**config.mk**
```make
export PLATFORM = sky130hd
export DESIGN_NAME = knap_stream_eval
export DESIGN_NICKNAME = d
export VERILOG_FILES = /design/src/rtl/knap_stream_eval.sv
export SDC_FILE = /design/constraint.sdc
export NUM_CORES = 1
export LEC_CHECK = 0
export CORE_AREA = 2 2 131 133
export DETAILED_ROUTE_END_ITERATION = 10
export DIE_AREA = 0 0 133 135
export PLACE_DENSITY = 0.64
export SLEW_MARGIN = 20
export SYNTH_ARGS = -nofsm -noshare
export SYNTH_HDL_FRONTEND = slang
export SYNTH_SLANG_ARGS = --single-unit
```
**constraint.sdc**
```tcl
create_clock -name clk -period 4.9 [get_ports clk]
set_input_delay 0.98 -clock clk [delete_from_list [all_inputs] [get_ports clk]]
set_output_delay 0.98 -clock clk [all_outputs]
set_load 0.02 [all_outputs]
```
**src/rtl/knap_stream_eval.sv**
```systemverilog
// knap_stream_eval: folds N_ITEMS item beats into saturating value/weight/volume totals and presents a verdict the cycle after the last beat; item_ready is low while the verdict waits.
// Optional macro KNAP_BEST_TRACK_EN adds best_found/best_value/best_id, tracking the highest-value accepted candidate.
module knap_stream_eval #(
  parameter int N_ITEMS = 18,
  parameter int COEF_W  = 8,
  parameter int ACC_W   = 12
) (
  input  logic              clk,
  input  logic              rst_n,
  input  logic [ACC_W-1:0]  cfg_min_value,
  input  logic [ACC_W-1:0]  cfg_max_weight,
  input  logic [ACC_W-1:0]  cfg_max_volume,
  input  logic              item_valid,
  output logic              item_ready,
  input  logic              item_sel,
  input  logic [COEF_W-1:0] item_value,
  input  logic [COEF_W-1:0] item_weight,
  input  logic [COEF_W-1:0] item_volume,
  output logic              res_valid,
  input  logic              res_ready,
  output logic              res_ok,
  output logic [ACC_W-1:0]  res_value,
  output logic [ACC_W-1:0]  res_weight,
  output logic [ACC_W-1:0]  res_volume,
  output logic              res_sat,
`ifdef KNAP_BEST_TRACK_EN
  output logic              best_found,
  output logic [ACC_W-1:0]  best_value,
  output logic [15:0]       best_id,
`endif
  output logic [15:0]       res_id
);

  localparam int CNT_W = $clog2(N_ITEMS);
  localparam logic [CNT_W-1:0] LAST = CNT_W'(N_ITEMS - 1);

  typedef enum logic {ACCUM, REPORT} state_t;

  state_t           state;
  logic [CNT_W-1:0] cnt;
  logic [ACC_W-1:0] thr_min, thr_weight, thr_volume;
  logic [ACC_W-1:0] tot_value, tot_weight, tot_volume;
  logic             sat_value, sat_weight, sat_volume;
  logic [ACC_W:0]   add_value, add_weight, add_volume;
  logic             accept, verdict;

  // Top bit of the result is the overflow flag; low bits are already clamped.
  function automatic logic [ACC_W:0] sat_add(input logic [ACC_W-1:0] acc,
                                             input logic [COEF_W-1:0] coef);
    logic [ACC_W:0] sum;
    sum = {1'b0, acc} + {{(ACC_W + 1 - COEF_W){1'b0}}, coef};
    return sum[ACC_W] ? {1'b1, {ACC_W{1'b1}}} : sum;
  endfunction

  assign item_ready = (state == ACCUM);
  assign res_valid  = (state == REPORT);
  assign accept     = item_valid && item_ready;

  always_comb begin
    add_value  = {1'b0, tot_value};
    add_weight = {1'b0, tot_weight};
    add_volume = {1'b0, tot_volume};
    if (item_sel) begin
      add_value  = sat_add(tot_value, item_value);
      add_weight = sat_add(tot_weight, item_weight);
      add_volume = sat_add(tot_volume, item_volume);
    end
    // Only consulted on the last beat, so thresholds are always the captured ones.
    verdict = (add_value[ACC_W-1:0] >= thr_min) &&
              (add_weight[ACC_W-1:0] <= thr_weight) &&
              (add_volume[ACC_W-1:0] <= thr_volume) &&
              !(sat_weight || add_weight[ACC_W]) &&
              !(sat_volume || add_volume[ACC_W]);
  end

  assign res_value  = tot_value;
  assign res_weight = tot_weight;
  assign res_volume = tot_volume;
  assign res_sat    = sat_value || sat_weight || sat_volume;

  always_ff @(posedge clk or negedge rst_n) begin
    if (!rst_n) begin
      state      <= ACCUM;
      cnt        <= '0;
      thr_min    <= '0;
      thr_weight <= '0;
      thr_volume <= '0;
      tot_value  <= '0;
      tot_weight <= '0;
      tot_volume <= '0;
      sat_value  <= 1'b0;
      sat_weight <= 1'b0;
      sat_volume <= 1'b0;
      res_ok     <= 1'b0;
      res_id     <= '0;
`ifdef KNAP_BEST_TRACK_EN
      best_found <= 1'b0;
      best_value <= '0;
      best_id    <= '0;
`endif
    end else begin
      case (state)
        ACCUM: begin
          if (accept) begin
            if (cnt == '0) begin
              thr_min    <= cfg_min_value;
              thr_weight <= cfg_max_weight;
              thr_volume <= cfg_max_volume;
            end
            tot_value  <= add_value[ACC_W-1:0];
            tot_weight <= add_weight[ACC_W-1:0];
            tot_volume <= add_volume[ACC_W-1:0];
            sat_value  <= sat_value || add_value[ACC_W];
            sat_weight <= sat_weight || add_weight[ACC_W];
            sat_volume <= sat_volume || add_volume[ACC_W];
            if (cnt == LAST) begin
              cnt    <= '0;
              res_ok <= verdict;
              state  <= REPORT;
            end else begin
              cnt <= cnt + 1'b1;
            end
          end
        end
        REPORT: begin
          if (res_ready) begin
`ifdef KNAP_BEST_TRACK_EN
            // Strict greater-than keeps the earlier candidate on ties.
            if (res_ok && (!best_found || tot_value > best_value)) begin
              best_found <= 1'b1;
              best_value <= tot_value;
              best_id    <= res_id;
            end
`endif
            tot_value  <= '0;
            tot_weight <= '0;
            tot_volume <= '0;
            sat_value  <= 1'b0;
            sat_weight <= 1'b0;
            sat_volume <= 1'b0;
            res_ok     <= 1'b0;
            res_id     <= res_id + 16'd1;
            state      <= ACCUM;
          end
        end
        default: state <= ACCUM;
      endcase
    end
  end

endmodule

```
# Word-level counts from Yosys, hierarchy flattened
# Index checks and enable logic that the tools add are counted.
# W data, S select, Z words.
[op_classes]
reduce_logical = 18
bitwise = 1
muxes = 28
add_sub_neg = 5
magnitude_cmp = 3
n_eq_ne = 4
[ops]
columns = ["cell", "n"]
rows = [
  ["$mux W13", 6],
  ["$pmux W12 S2", 3],
  ["$mux W12", 4],
  ["$add A12 B8 Y13", 3],
  ["$le A12 B12 Y1", 2],
  ["$add A16 B1 Y16 const B", 1],
  ["$ge A12 B12 Y1", 1],
  ["$pmux W1 S2", 5],
  ["$mux W1", 9],
  ["$reduce_and A2 Y1", 3],
  ["$reduce_and A3 Y1", 2],
  ["$add A5 B1 Y5 const B", 1],
  ["$eq A5 B5 Y1 const B", 1],
  ["$logic_and A1 B1 Y1", 5],
  ["$logic_not A5 Y1", 1],
  ["$logic_or A1 B1 Y1", 5],
  ["$mux W5", 1],
  ["$ne A2 B1 Y1 const B", 2],
  ["$logic_not A1 Y1", 2],
  ["$ne A2 B2 Y1 const B", 1],
  ["$not A1 Y1", 1],
]
[word_totals]
output_inout_bits = 56
regBits = 98
wordCells = 72

# Depth between registers and ports, before layout
[logic_depth]
ltp_word = 11
mapped_depth = 16
depth_no_buf = 15

# Least setup slack after synthesis
# Ideal clock, no wire load.
[synth_path]
kind = "input -> register"
from = "input item_weight[0]"
to = "register res_ok"
arrival_ns = 3.942
n_path_buf = 1
slack_ns = 0.863
setup_time_ns = 0.095
stages = 16
path_cell_list = "ha_1 > fa_1 > a21o_1 > a21oi_1 > o21ai_1 > and4_1 > clkbuf_1 > nor2_1 > a21oi_1 > ha_1 > nor2b_1 > o211ai_1 > a211oi_1 > a2111oi_0 > o22ai_1 > o31ai_1"
[synth_between]
elab_chain_cells = 11
elab_cells_between_ends = 13
classes_between = "add/sub: 1; order compare: 1; mux: 5; reduce/logical: 6"
[synth_lines]
columns = ["element", "line_no", "text"]
rows = [
  ["start, declared", "17", "input logic [COEF_W-1:0] item_weight,"],
  ["$add A12 B8 Y13 *", "51", "sum = {1'b0, acc} + {{(ACC_W + 1 - COEF_W){1'b0}}, coef};"],
  ["$mux W13 *", "52", "return sum[ACC_W] ? {1'b1, {ACC_W{1'b1}}} : sum;"],
  ["$mux W13 *", "63", "if (item_sel) begin"],
  ["$le A12 B12 Y1", "70", "(add_weight[ACC_W-1:0] <= thr_weight) &&"],
  ["$logic_and A1 B1 Y1", "69", "verdict = (add_value[ACC_W-1:0] >= thr_min) &&"],
  ["$logic_and A1 B1 Y1", "70", ""],
  ["$logic_and A1 B1 Y1 *", "71", "(add_volume[ACC_W-1:0] <= thr_volume) &&"],
  ["$logic_and A1 B1 Y1 *", "72", "!(sat_weight || add_weight[ACC_W]) &&"],
  ["$mux W1 *", "116", "if (cnt == LAST) begin"],
  ["$mux W1 *", "104", "if (accept) begin"],
  ["$pmux W1 S2 *", "102", "case (state)"],
  ["end signal, assigned", "118", "res_ok <= verdict;"],
  ["end, declared", "21", "output logic res_ok,"],
]
# Mark *: on every way between the ends. The rest lies on a longest branch, timed or not. The select of a mux whose other input is x is not followed.
# A chain may end at the register's enable or synchronous reset.

# Final worst setup path
[layout_path]
from = "input item_volume[0]"
to = "register res_ok"
[layout_between]
elab_chain_cells = 10
elab_cells_between_ends = 12
classes_between = "add/sub: 1; order compare: 1; mux: 5; reduce/logical: 5"
[layout_lines]
columns = ["element", "line_no", "text"]
rows = [
  ["start, declared", "18", "input logic [COEF_W-1:0] item_volume,"],
  ["$add A12 B8 Y13 *", "51", ""],
  ["$mux W13 *", "52", ""],
  ["$mux W13 *", "63", ""],
  ["$le A12 B12 Y1", "71", ""],
  ["$logic_and A1 B1 Y1", "70", ""],
  ["$logic_and A1 B1 Y1", "71", ""],
  ["$logic_and A1 B1 Y1 *", "72", ""],
  ["$mux W1 *", "116", ""],
  ["$mux W1 *", "104", ""],
  ["$pmux W1 S2 *", "102", ""],
]
# Marked as above.

==> flow_metrics.env <==
export IMPL_finalPower_mw=4.89
export IMPL_yosysWarnings=0
export IMPL_ys_flop_type="dfrtp_1"
export IMPL_synth_area_leaders="dfrtp_1, ha_1, mux2_2"
export IMPL_grt_pass1_wl_um=26800
export IMPL_hpwlAfterDp_um=11800
export IMPL_drtIter0Drc=417
export IMPL_min_period_ns=4.51
export IMPL_synth_top_family_by_area="compound AO/OA/AOI/OAI gates"
export IMPL_syn_inst=699
export IMPL_hold_viol=0
export IMPL_yosysUniqueCellTypes=56
export IMPL_synth_top_area_cell="dfrtp_1"
export IMPL_critical_path_class="input pin to flop"
export IMPL_pwr_density_cell_mw_per_mm2=594
export IMPL_worst_pin_slew_ns=0.880
export IMPL_ios=121
export IMPL_finalNetCount=952
export IMPL_cp_start_kind="input pin"
export IMPL_synth_top_area_share_pct=38.0
export IMPL_cts_buffer_depth=2
export IMPL_wl_met1_um=7810
export IMPL_htreeDepth=3
export IMPL_fin_area_sq_mm=0.00823
export IMPL_arrival_ns=4.77
export IMPL_ys_seq_elements=98
export IMPL_layout_commonest_cell="clkdlybuf4s50_1"
export IMPL_reg2reg_depth=14
export IMPL_die_y_um=135
export IMPL_synth_area_sq_mm=0.00645
export IMPL_synth_fa_ha_area_share_pct=13.3
export IMPL_cts_made_buffers=9
export IMPL_r2r_setup_slack_ns=0.97
export IMPL_worst_ep_required_time_ns=5.16
export IMPL_place_port_buffers=120
export IMPL_wl_met3_um=691
export IMPL_avgRoutedWirePerCell_um=15.4
export IMPL_setup_viol=0
export IMPL_critPathCaptureType="flop"
export IMPL_fin_skew_ns=0.0130
export IMPL_drt_pass1_iterations=4
export IMPL_grt_util_all_layers_pct=18.7
export IMPL_max_freq_mhz=222
export IMPL_detail_route_antenna_nets=0
export IMPL_seq_area_frac_synth_pct=38.0
export IMPL_maxCapViolCount=0
export IMPL_dpl_cell_area_sq_mm=0.00795
export IMPL_mostFrequentLayoutCells="clkdlybuf4s50_1, dfrtp_1, nor2_1"
export IMPL_n_antenna_cell=0
export IMPL_route_vias_total=5477
export IMPL_drt_wl_total_um=16100
export IMPL_setup_ws_ns=0.388
export IMPL_grt_pass1_vias=5327
export IMPL_hold_buffers=0
export IMPL_worstReg2RegStart="res_volume[0]"
export IMPL_synth_edf_count=0
export IMPL_hold_path_depth=1
export IMPL_insertion_delay_ns=0.36
export IMPL_status="finished clean"
export IMPL_antenna_found_initial=0
export IMPL_synth_compound_area_share_pct=16.4
export IMPL_clk_pin_slew_ns=0.08
export IMPL_cts_setup_buffers=0
export IMPL_gp_congestion=0.834
export IMPL_clock_sinks=98
export IMPL_min_to="res_id[15]"
export IMPL_fin_crit_sh_pct=92.1
export IMPL_wl_met2_um=7450
export IMPL_grt_max_degree=69
export IMPL_hp_start="res_id[15]"
export IMPL_path_max_fanout=7
export IMPL_synth_mux_area_share_pct=7.45
export IMPL_slew_limit_headroom_pct=41.3
export IMPL_synth_fp_nets=831
export IMPL_nFillCells=1550
export IMPL_synth_xor_area_share_pct=4.48
export IMPL_avgSynthCellArea_sq_um=9.23
export IMPL_final_max_slew_viol_count=0
export IMPL_drive_above_1_share_pct=10.3
export IMPL_syn_to_final_growth_pct=27.5
export IMPL_grt_setup_unrepaired="no"
export IMPL_die_w_um=133
export IMPL_highest_layer="met4"
export IMPL_die_area_sq_mm=0.0180
export IMPL_holdCritPathClass="flop to flop"
export IMPL_post_route_drc_count=0
export IMPL_reg2reg_to="res_ok"
export IMPL_p_leak_nw=3.72
export IMPL_place_ws_ns=-0.302
export IMPL_start_util_pct=39.3
export IMPL_cts_tree="done"
export IMPL_synthSimpleGateAreaFrac_pct=16.2
export IMPL_routed_via_density=5.24
export IMPL_cts_root_buffer="clkbuf_16"
export IMPL_core_area_sq_mm=0.0164
export IMPL_max_vdd_ir_drop_mv=0.264
export IMPL_postSynth_asyncResetShare_pct=100
export IMPL_globalRouteOverflowTotal=0
export IMPL_row_count=47
-- synthesized netlist by cell type, types with 4 or more instances --
cell,number
nand2b_1,4
o31ai_1,6
xnor2_1,21
nand2_1,44
a21oi_1,63
xor2_1,12
and3_1,6
o21ai_0,30
a21o_1,16
dfrtp_1,98
nand4_1,13
a311oi_1,4
and2_1,5
clkbuf_1,25
inv_1,42
nor3_1,14
nor2_1,74
nand3_1,38
mux2_2,39
a211oi_1,7
a31oi_1,7
nor2b_1,8
ha_1,64
-- flip-flops by register name, indices dropped and copies added, names as in the netlist, 5 cells and up --
name,cells
thr_min,12
res_volume,12
cnt,5
res_id,16
res_weight,12
thr_weight,12
res_value,12
thr_volume,12
-- cell families after synthesis --
family / after synthesis
buffers and inverters: 69
AOI/OAI and AO/OA: 168
DFF: 98
xor gates and xnor gates: 33
and+or+nand+nor: 221
muxes: 43
adders and majority gates: 67
-- per-stage QoR --
step | util [%] | TNS, ns | hold WS [ns] | instances
after floorplan | - | 0 | 0.454 | 699
after global placement | 48.4 | -0.261 | 0.463 | 1029
after detailed placement | 48.4 | -0.302 | 0.467 | 1029
after CTS | 50.1 | 0 | 0.484 | 1045
after global routing | 50.2 | 0 | 0.510 | 1045
final | 50.2 | 0 | 0.477 | 1045
-- power by group --
part | internal, mW | leakage, nW | switching [mW] | total [mW]
clock | 0.350 | 0.126 | 0.335 | 0.685
sequential | 1.12 | 1.21 | 0.316 | 1.44
combinational | 1.33 | 2.38 | 1.43 | 2.77
-- routing by layer --
metal	up-vias	global-route usage, %
met4	0	5.91
met3	12	2.70
met2	123	29.8
met1	2588	26.4
li1	2754	-
met5	-	0
-- how the worst max path moves through the flow --
stage,slack (ns),endpoint,cells past startpoint,from
finish,0.39,res_ok,15,item_volume[0]
global route,0.09,res_ok,15,item_volume[0]
CTS,0.06,res_ok,16,item_volume[0]
detailed placement,-0.30,res_ok,15,item_volume[0]
global placement,-0.26,res_ok,15,item_volume[0]
floorplan,0.86,res_ok,16,item_weight[0]
-- final cells by class --
type                    count  area, sq um  area share, %
inverters                  42          158           1.92
clock inverters             6         48.8          0.593
flip-flops and latches     98         2450           29.8
well taps                 220          275           3.34
clock buffers              10          229           2.78
repair buffers            137         1320           16.1
multi-input cells         532         3740           45.5
-- critical path: stages --
cell and delay, ns:
clkdlybuf4s50_1 0.41, ha_1 0.24, fa_1 0.41, a21o_1 0.23, a221oi_2 0.33, o21ai_2 0.16, and3_1 0.28, a31oi_1 0.24
a21oi_1 0.11, ha_1 0.33, a21oi_1 0.15, a21oi_1 0.09, a2111oi_2 0.44, o22ai_1 0.17, o31ai_1 0.21
-- timing repair --
action | in CTS | in global routing
setup endpoints to repair | 0 | 1
endpoints found under the hold margin | 0 | 0
gates resized for setup | 0 | 2
Power figures use the tool's default switching activity.
